File: config.mk
export PLATFORM = sky130hd
export DESIGN_NAME = branch_target_predictor
export DESIGN_NICKNAME = d
export VERILOG_FILES = /design/src/rtl/bp_pkg.sv /design/src/rtl/bp_ghr.sv /design/src/rtl/branch_target_predictor.sv
export SDC_FILE = /design/constraint.sdc
export NUM_CORES = 2
export LEC_CHECK = 0
export BUFFER_PORTS_ARGS = -buffer_cell sky130_fd_sc_hd__buf_4
export CELL_PAD_IN_SITES_DETAIL_PLACEMENT = 0
export CELL_PAD_IN_SITES_GLOBAL_PLACEMENT = 2
export CORE_ASPECT_RATIO = 0.75
export CORE_UTILIZATION = 40
export CTS_BUF_LIST = sky130_fd_sc_hd__clkbuf_4
export DETAILED_ROUTE_END_ITERATION = 8
export GPL_ROUTABILITY_DRIVEN = 0
export PLACE_DENSITY_LB_ADDON = 0.1
export RECOVER_POWER = 100
export SLEW_MARGIN = 20
export SYNTH_ARGS = -nofsm -noshare
export SYNTH_HDL_FRONTEND = slang
export SYNTH_HIERARCHICAL = 1
export SYNTH_SLANG_ARGS = --single-unit
File: constraint.sdc
create_clock -name clk -period 9.7 [get_ports clk]
set_input_delay 1.94 -clock clk [delete_from_list [all_inputs] [get_ports clk]]
set_output_delay 1.94 -clock clk [all_outputs]
set_load 0.01 [all_outputs]
File: src/rtl/bp_pkg.sv
// Shared definitions for branch_target_predictor: index/tag width derivation,
// the saturating direction-counter step and the weakly-taken reset value.
package bp_pkg;

  localparam int unsigned PC_W      = 32;
  localparam int unsigned CTR_MAX_W = 4;

  // Index width for an ENTRIES-deep table
  function automatic int unsigned idx_w(input int unsigned entries);
    return $clog2(entries);
  endfunction

  // Tag width: PC bits above the index, word-aligned PC (bits [1:0] dropped)
  function automatic int unsigned tag_w(input int unsigned entries);
    return 30 - $clog2(entries);
  endfunction

  // Weakly-taken counter value 2^(bits-1)
  function automatic logic [CTR_MAX_W-1:0] ctr_weak_taken(input int unsigned bits);
    return CTR_MAX_W'(1 << (bits - 1));
  endfunction

  // Saturating up/down step; never wraps past 0 or 2^bits - 1
  function automatic logic [CTR_MAX_W-1:0] ctr_next(input logic [CTR_MAX_W-1:0] ctr,
                                                    input logic                 taken,
                                                    input int unsigned          bits);
    logic [CTR_MAX_W-1:0] max_v;
    max_v = CTR_MAX_W'((1 << bits) - 1);
    if (taken) begin
      return (ctr == max_v) ? ctr : ctr + 1'b1;
    end
    return (ctr == '0) ? ctr : ctr - 1'b1;
  endfunction

endpackage

File: src/rtl/bp_ghr.sv
// Non-speculative global history register: shifts in the resolved direction
// on every accepted branch update.
module bp_ghr #(
  parameter int unsigned W = 5
) (
  input  logic         clk,
  input  logic         reset,
  input  logic         shift_i,
  input  logic         taken_i,
  output logic [W-1:0] ghr_o
);

  logic [W-1:0] ghr_q;
  logic [W-1:0] ghr_d;

  // Next history: shift left, newest outcome in bit 0
  always_comb begin
    ghr_d = ghr_q;
    if (shift_i) begin
      ghr_d = (ghr_q << 1) | W'(taken_i);
    end
  end

  // History register with synchronous reset
  always_ff @(posedge clk) begin
    if (reset) begin
      ghr_q <= '0;
    end else begin
      ghr_q <= ghr_d;
    end
  end

  assign ghr_o = ghr_q;

endmodule

File: src/rtl/branch_target_predictor.sv
// Parametrised BTB + direction predictor with registered, stallable lookup
// outputs and EX-stage resolved updates. Optional gshare PHT indexing is
// enabled by defining BP_GSHARE_EN.
module branch_target_predictor
  import bp_pkg::*;
#(
  parameter  int unsigned ENTRIES  = 32,
  parameter  int unsigned CTR_BITS = 2,
  parameter  int unsigned GHR_BITS = 5,
  localparam int unsigned IDX_W    = idx_w(ENTRIES)
) (
  input  logic             clk,
  input  logic             reset,
  input  logic [31:0]      pc_addr,
  input  logic             stall,
  input  logic             valid,
  input  logic             taken,
  input  logic [31:0]      ex_addr,
  input  logic [IDX_W-1:0] ex_pht_idx,
  input  logic [31:0]      target_addr,
  output logic             hit,
  output logic             prediction,
  output logic [31:0]      predicted_target,
  output logic [IDX_W-1:0] pht_idx
);

  localparam int unsigned TAG_W = tag_w(ENTRIES);

  // Reject unsupported configurations at elaboration
  if (ENTRIES < 4 || (ENTRIES & (ENTRIES - 1)) != 0) begin : g_bad_entries
    $error("ENTRIES must be a power of two >= 4");
  end
  if (CTR_BITS < 1 || CTR_BITS > CTR_MAX_W) begin : g_bad_ctr
    $error("CTR_BITS must be 1..4");
  end
  if (GHR_BITS < 1 || GHR_BITS > IDX_W) begin : g_bad_ghr
    $error("GHR_BITS must be 1..IDX_W");
  end

  logic [IDX_W-1:0] bidx, ex_bidx, pidx;
  logic [TAG_W-1:0] tag, ex_tag;

  logic                valid_q  [ENTRIES];
  logic [TAG_W-1:0]    tag_q    [ENTRIES];
  logic [PC_W-1:0]     target_q [ENTRIES];
  logic [CTR_BITS-1:0] ctr_q    [ENTRIES];

  logic                hit_q, pred_q;
  logic [PC_W-1:0]     tgt_q;
  logic [IDX_W-1:0]    pidx_q;
  logic                hit_d, pred_d;
  logic [PC_W-1:0]     tgt_d;
  logic [CTR_BITS-1:0] ctr_d;

  logic unused_pc_bits;
  assign unused_pc_bits = ^{pc_addr[1:0], ex_addr[1:0]};

  assign bidx    = pc_addr[IDX_W+1:2];
  assign tag     = pc_addr[31:IDX_W+2];
  assign ex_bidx = ex_addr[IDX_W+1:2];
  assign ex_tag  = ex_addr[31:IDX_W+2];

`ifdef BP_GSHARE_EN
  logic [GHR_BITS-1:0] ghr;

  bp_ghr #(.W(GHR_BITS)) u_ghr (
    .clk     (clk),
    .reset   (reset),
    .shift_i (valid),
    .taken_i (taken),
    .ghr_o   (ghr)
  );

  assign pidx = bidx ^ IDX_W'(ghr);
`else
  assign pidx = bidx;
`endif

  // Lookup result from current (pre-update) table contents
  always_comb begin
    hit_d  = valid_q[bidx] && (tag_q[bidx] == tag);
    pred_d = hit_d && ctr_q[pidx][CTR_BITS-1];
    tgt_d  = hit_d ? target_q[bidx] : '0;
    ctr_d  = CTR_BITS'(ctr_next(CTR_MAX_W'(ctr_q[ex_pht_idx]), taken, CTR_BITS));
  end

  // Registered lookup outputs, held while stalled
  always_ff @(posedge clk) begin
    if (reset) begin
      hit_q  <= 1'b0;
      pred_q <= 1'b0;
      tgt_q  <= '0;
      pidx_q <= '0;
    end else if (!stall) begin
      hit_q  <= hit_d;
      pred_q <= pred_d;
      tgt_q  <= tgt_d;
      pidx_q <= pidx;
    end
  end

  // Resolved-branch update of counters and BTB; independent of stall
  always_ff @(posedge clk) begin
    if (reset) begin
      for (int unsigned i = 0; i < ENTRIES; i++) begin
        valid_q[i]  <= 1'b0;
        tag_q[i]    <= '0;
        target_q[i] <= '0;
        ctr_q[i]    <= CTR_BITS'(ctr_weak_taken(CTR_BITS));
      end
    end else if (valid) begin
      ctr_q[ex_pht_idx] <= ctr_d;
      if (taken) begin
        valid_q[ex_bidx]  <= 1'b1;
        tag_q[ex_bidx]    <= ex_tag;
        target_q[ex_bidx] <= target_addr;
      end
    end
  end

  assign hit              = hit_q;
  assign prediction       = pred_q;
  assign predicted_target = tgt_q;
  assign pht_idx          = pidx_q;

endmodule

Word-level counts from Yosys, hierarchy flattened --
Memories as Yosys holds them, arrays and structs flattened. Cells that the tools add are included.
Operators by class: $add $sub $neg 2, equality and inequality tests 2, muxes and demuxes 26, reduce and logical (&&, ||, !) cells 7
Operators with widths (number):
- 32-bit two-way mux | 2
- 32-bit OR reduction | 1
- 25-bit == test | 1
- 25-bit two-way mux | 1
- 25-bit OR reduction | 1
- 5-bit two-way mux | 4
- 1-bit two-way mux | 14
- 2-bit two-way mux | 5
- 2-bit by 1-bit adder with 2-bit output (second input constant) | 1
- 2-bit == test (second input constant) | 1
- 1-bit logical AND | 2
- 2-bit zero test | 1
- 2-bit OR reduction | 1
- 2-bit by 1-bit subtractor with 2-bit output (second input constant) | 1
- 1-bit OR reduction | 1
Storage, ports and cells: flip-flop bits (word level) 39, RAM bits 1920, input port bits 106, output and inout port bits 39, word-level logic and storage cells 45, memories 4
Memory list:
- target_q | depth 32, width 32, rd ports 1, clocked after memory_dff 0, wr ports 32, line branch_target_predictor.sv:45 | logic [PC_W-1:0] target_q [ENTRIES];
- tag_q | depth 32, width 25, rd ports 1, clocked after memory_dff 0, wr ports 32, line branch_target_predictor.sv:44 | logic [TAG_W-1:0] tag_q [ENTRIES];
- ctr_q | depth 32, width 2, rd ports 2, clocked after memory_dff 0, wr ports 32, line branch_target_predictor.sv:46 | logic [CTR_BITS-1:0] ctr_q [ENTRIES];
- valid_q | depth 32, width 1, rd ports 1, clocked after memory_dff 0, wr ports 32, line branch_target_predictor.sv:43 | logic valid_q [ENTRIES];

Logic depth before layout (Yosys ltp) --
depth in word-level cells 6, depth in mapped cells 15

Worst setup path after synthesis --
OpenSTA, ideal clock, no wires.
path type input to register, start point input port reset, end point memory tag_q[20][0] in the netlist's numbering (enable), arrival 7.199 ns, required time 9.149 ns, path slack 1.950 ns, stages on the path 7, cell sequence clkbuf_1 > nor2b_1 > nand2_1 > or3_1 > clkbuf_1 > clkbuf_1 > o21ai_0
RTL lines:
- start: declaration | line branch_target_predictor.sv:13 | input logic reset,
- end: declaration | line branch_target_predictor.sv:44

==> flow_summary.toml <==
[final_layout]
fin_area_mm2 = 0.0988
drive_above_1_share_pct = 25.0
fillers = 19425
area_growth_pct = 11.7
layout.nets = 6015

[global_routing]
grt_pass1_vias = 52013
grt.overflow.total = 0
grt_pass1_wl_um = 431000
grt_max_degree = 91
grt_use_total_pct = 28.3
antenna_found_initial = 54

[cts]
cts.reportedPaths.clkPinSlew_ns = 0.07
postCtsSetupRepairBufs = 0
cts_resized = 0
cts_root_buffer = "clkbuf_4"
clock_path_buffers = 4
clk_latency_ns = 1.31
cts_hold_buf = 0
ctsHtreeMaxLevel = 6
cts_tree = "yes"
cts_inserted_buffers = 534
clkSinkCount = 1959

[critical_path]
start_kind = "primary input"
crit_family = "buffers and inverters"
critPathMaxFanout = 41
cpPeakStageDelay_ns = 3.11
cp-end-kind = "flip-flop"
cp_common_cell = "clkbuf_1"
path_cells = "clkbuf_1, clkinvlp_2, clkbuf_1, o21ai_0, clkbuf_1"
worst_ep_required_time_ns = 10.44
cp_slowest_cell = "clkbuf_1"
arrival_ns = 8.46
critPathBufInv = 4
path_class = "in2reg"

[power]
ir_drop_mv = 0.0865
p_leak_nw = 33.9
cellPowerDensity_mw_per_mm2 = 191

[timing]
tns_ns = 0
min_period_ns = 7.72
rsz0062_at_grt = "no"
setup_ws_ns = 1.98
fin_crit_sh_pct = 79.6
finClkSkew_ns = 0.0873
worst_pin_slew_ns = 5.05
setup_violations = 0
slew_headroom_pct = -240
fmax_mhz = 130
final_max_slew_viol_count = 2602
hold_viol = 0

[die]
die_w_um = 545
die_area_mm2 = 0.223
start_util_pct = 40.2
die_y_um = 409
rows = 149
core_area_mm2 = 0.220
pin_count = 145

[place]
io_buffers = 140
postPlaceCellArea_mm2 = 0.0927
hpwl_um = 170000
preCtsSetupSlack_ns = 2.84

[yosys]
synth_seq_cells = 1959
synth-async-reset-ratio_pct = 0
synth_most_common_cell = "edfxtp_1"
synth_edf_count = 1888
syn-cell-area_mm2 = 0.0884
synth_flop_cell = "edfxtp_1"
ys_top_cells_by_count = "edfxtp_1, and2_1, mux4_2"
synth_seq_area_share_pct = 65.7
avgSynthCellArea_um2 = 15.6
synth_area_leaders = "edfxtp_1, and2_1, mux4_2"
ys_types = 54
synth.net_count = 5756
synth_cells = 5650
post-synth-top-area-fraction_pct = 64.1
yosys.area.top_type = "edfxtp_1"
yosysWarnings = 6

[routing]
wl_um = 315000
vias = 52130
first_iter_violations = 6570
drtPass1Iterations = 6
drcViolationCount = 0
viasPerCell = 5.63
ant_nets = 0
wire_per_inst_um = 34.0

[hold_path]
min_path_type = "reg2reg"

[outcome]
failed_checks = "capacitance limit, slew limit"
status = "finished, violations left"

[run]
maxCapViolations = 96
-- cell families (layout without fill, tap and decap cells) --
group           count (synthesis)  in the layout  share of synthesized area [%]
fa+ha+maj                       2              2                         0.0226
simple gates                 2176           2176                           14.8
mux                           660            660                           14.6
buf+inv                       577           1211                           2.71
flops                        1959           1959                           65.7
other cells                     0             31                              0
xor+xnor                       29             29                          0.287
compound gates                247            247                           1.84
-- metal layers --
layer / wire length (µm) / GRT usage (%)
met1: 138000 / 41.7
met3: 26700 / 5.02
met4: 8200 / 7.57
met5: 79 / 0
met2: 142000 / 43.0
-- worst reg2reg max path, cell delays in order (launching register included) --
cell and delay, ns:
edfxtp_1 0.40, mux4_2 0.49, and3_1 0.20, a31oi_1 0.13, nand4_1 0.42, xor2_1 0.30, a2111o_1 0.37, nor4_1 0.48
nand4_4 0.71, o21ai_0 0.54
-- placed cells by master (no fill, tap or decap), types with 5 or more instances in the layout --
cell / instances
and3_1: 6
nor2_4: 11
and2_0: 654
nand2_1: 129
a21oi_1: 10
clkinv_1: 69
a31oi_1: 5
clkinv_4: 5
a22oi_1: 37
and2_1: 1174
edfxtp_1: 1888
nand3_1: 49
diode_2: 31
nand3b_1: 6
or3_1: 5
clkinvlp_4: 7
a32oi_1: 14
clkbuf_4: 798
bufinv_16: 9
o21ai_4: 18
inv_2: 16
mux4_2: 506
a21o_1: 32
xor2_1: 12
o21ai_0: 74
nand4_1: 20
buf_4: 160
o211ai_1: 7
nor3_1: 25
mux2i_1: 153
nor4_1: 6
dfxtp_1: 71
nor2b_1: 8
buf_12: 11
xnor2_1: 17
clkbuf_1: 117
clkinv_2: 8
o22ai_1: 17
nor2_1: 64
a221oi_1: 16
-- area by class of cell --
class | count | area (µm²) | area share [%]
sequential | 1959 | 58100 | 58.8
multi-input combinational | 3114 | 28200 | 28.6
clock buffer | 798 | 5990 | 6.07
tap | 2944 | 3680 | 3.73
timing repair buffer | 294 | 1940 | 1.96
clock inverter | 113 | 722 | 0.731
antenna | 31 | 77.6 | 0.0786
inverter | 6 | 26.3 | 0.0266
-- stage by stage --
step           std cells  hold slack (ns)  util (%)  power [mW]
2_1_floorplan       5650            0.421         -        10.8
3_3_place_gp        8316            0.428      42.2        11.4
3_5_place_dp        8317            0.436      42.2        11.5
4_1_cts             9228            0.452      45.2        19.1
5_1_grt             9236            0.466      44.9        19.5
6_report            9259            0.446      44.9        18.9
-- worst paths after layout --
path,end,from,slack [ns],cells past startpoint
setup / recovery,target_q[22][12],reset,1.98,5
hold / removal,hit,hit,0.45,2
setup reg to reg,predicted_target[18],tag_q[9][9],5.58,9
hold reg to reg,hit,hit,0.45,2
-- power by group --
part	leakage, nW	internal [mW]	switching (mW)	total [mW]
logic	11.4	0.513	0.965	1.48
registers	18.5	9.68	0.111	9.80
clock network	4.02	3.99	3.62	7.60
-- registers in the layout (all words and copies together), names as in the netlist --
register and cells:
tag_q 800, predicted_target 32, pht_idx 5, ctr_q 64
hit 1, target_q 1024, valid_q 32, prediction 1
No activity file was read; power rests on OpenSTA's default activity.
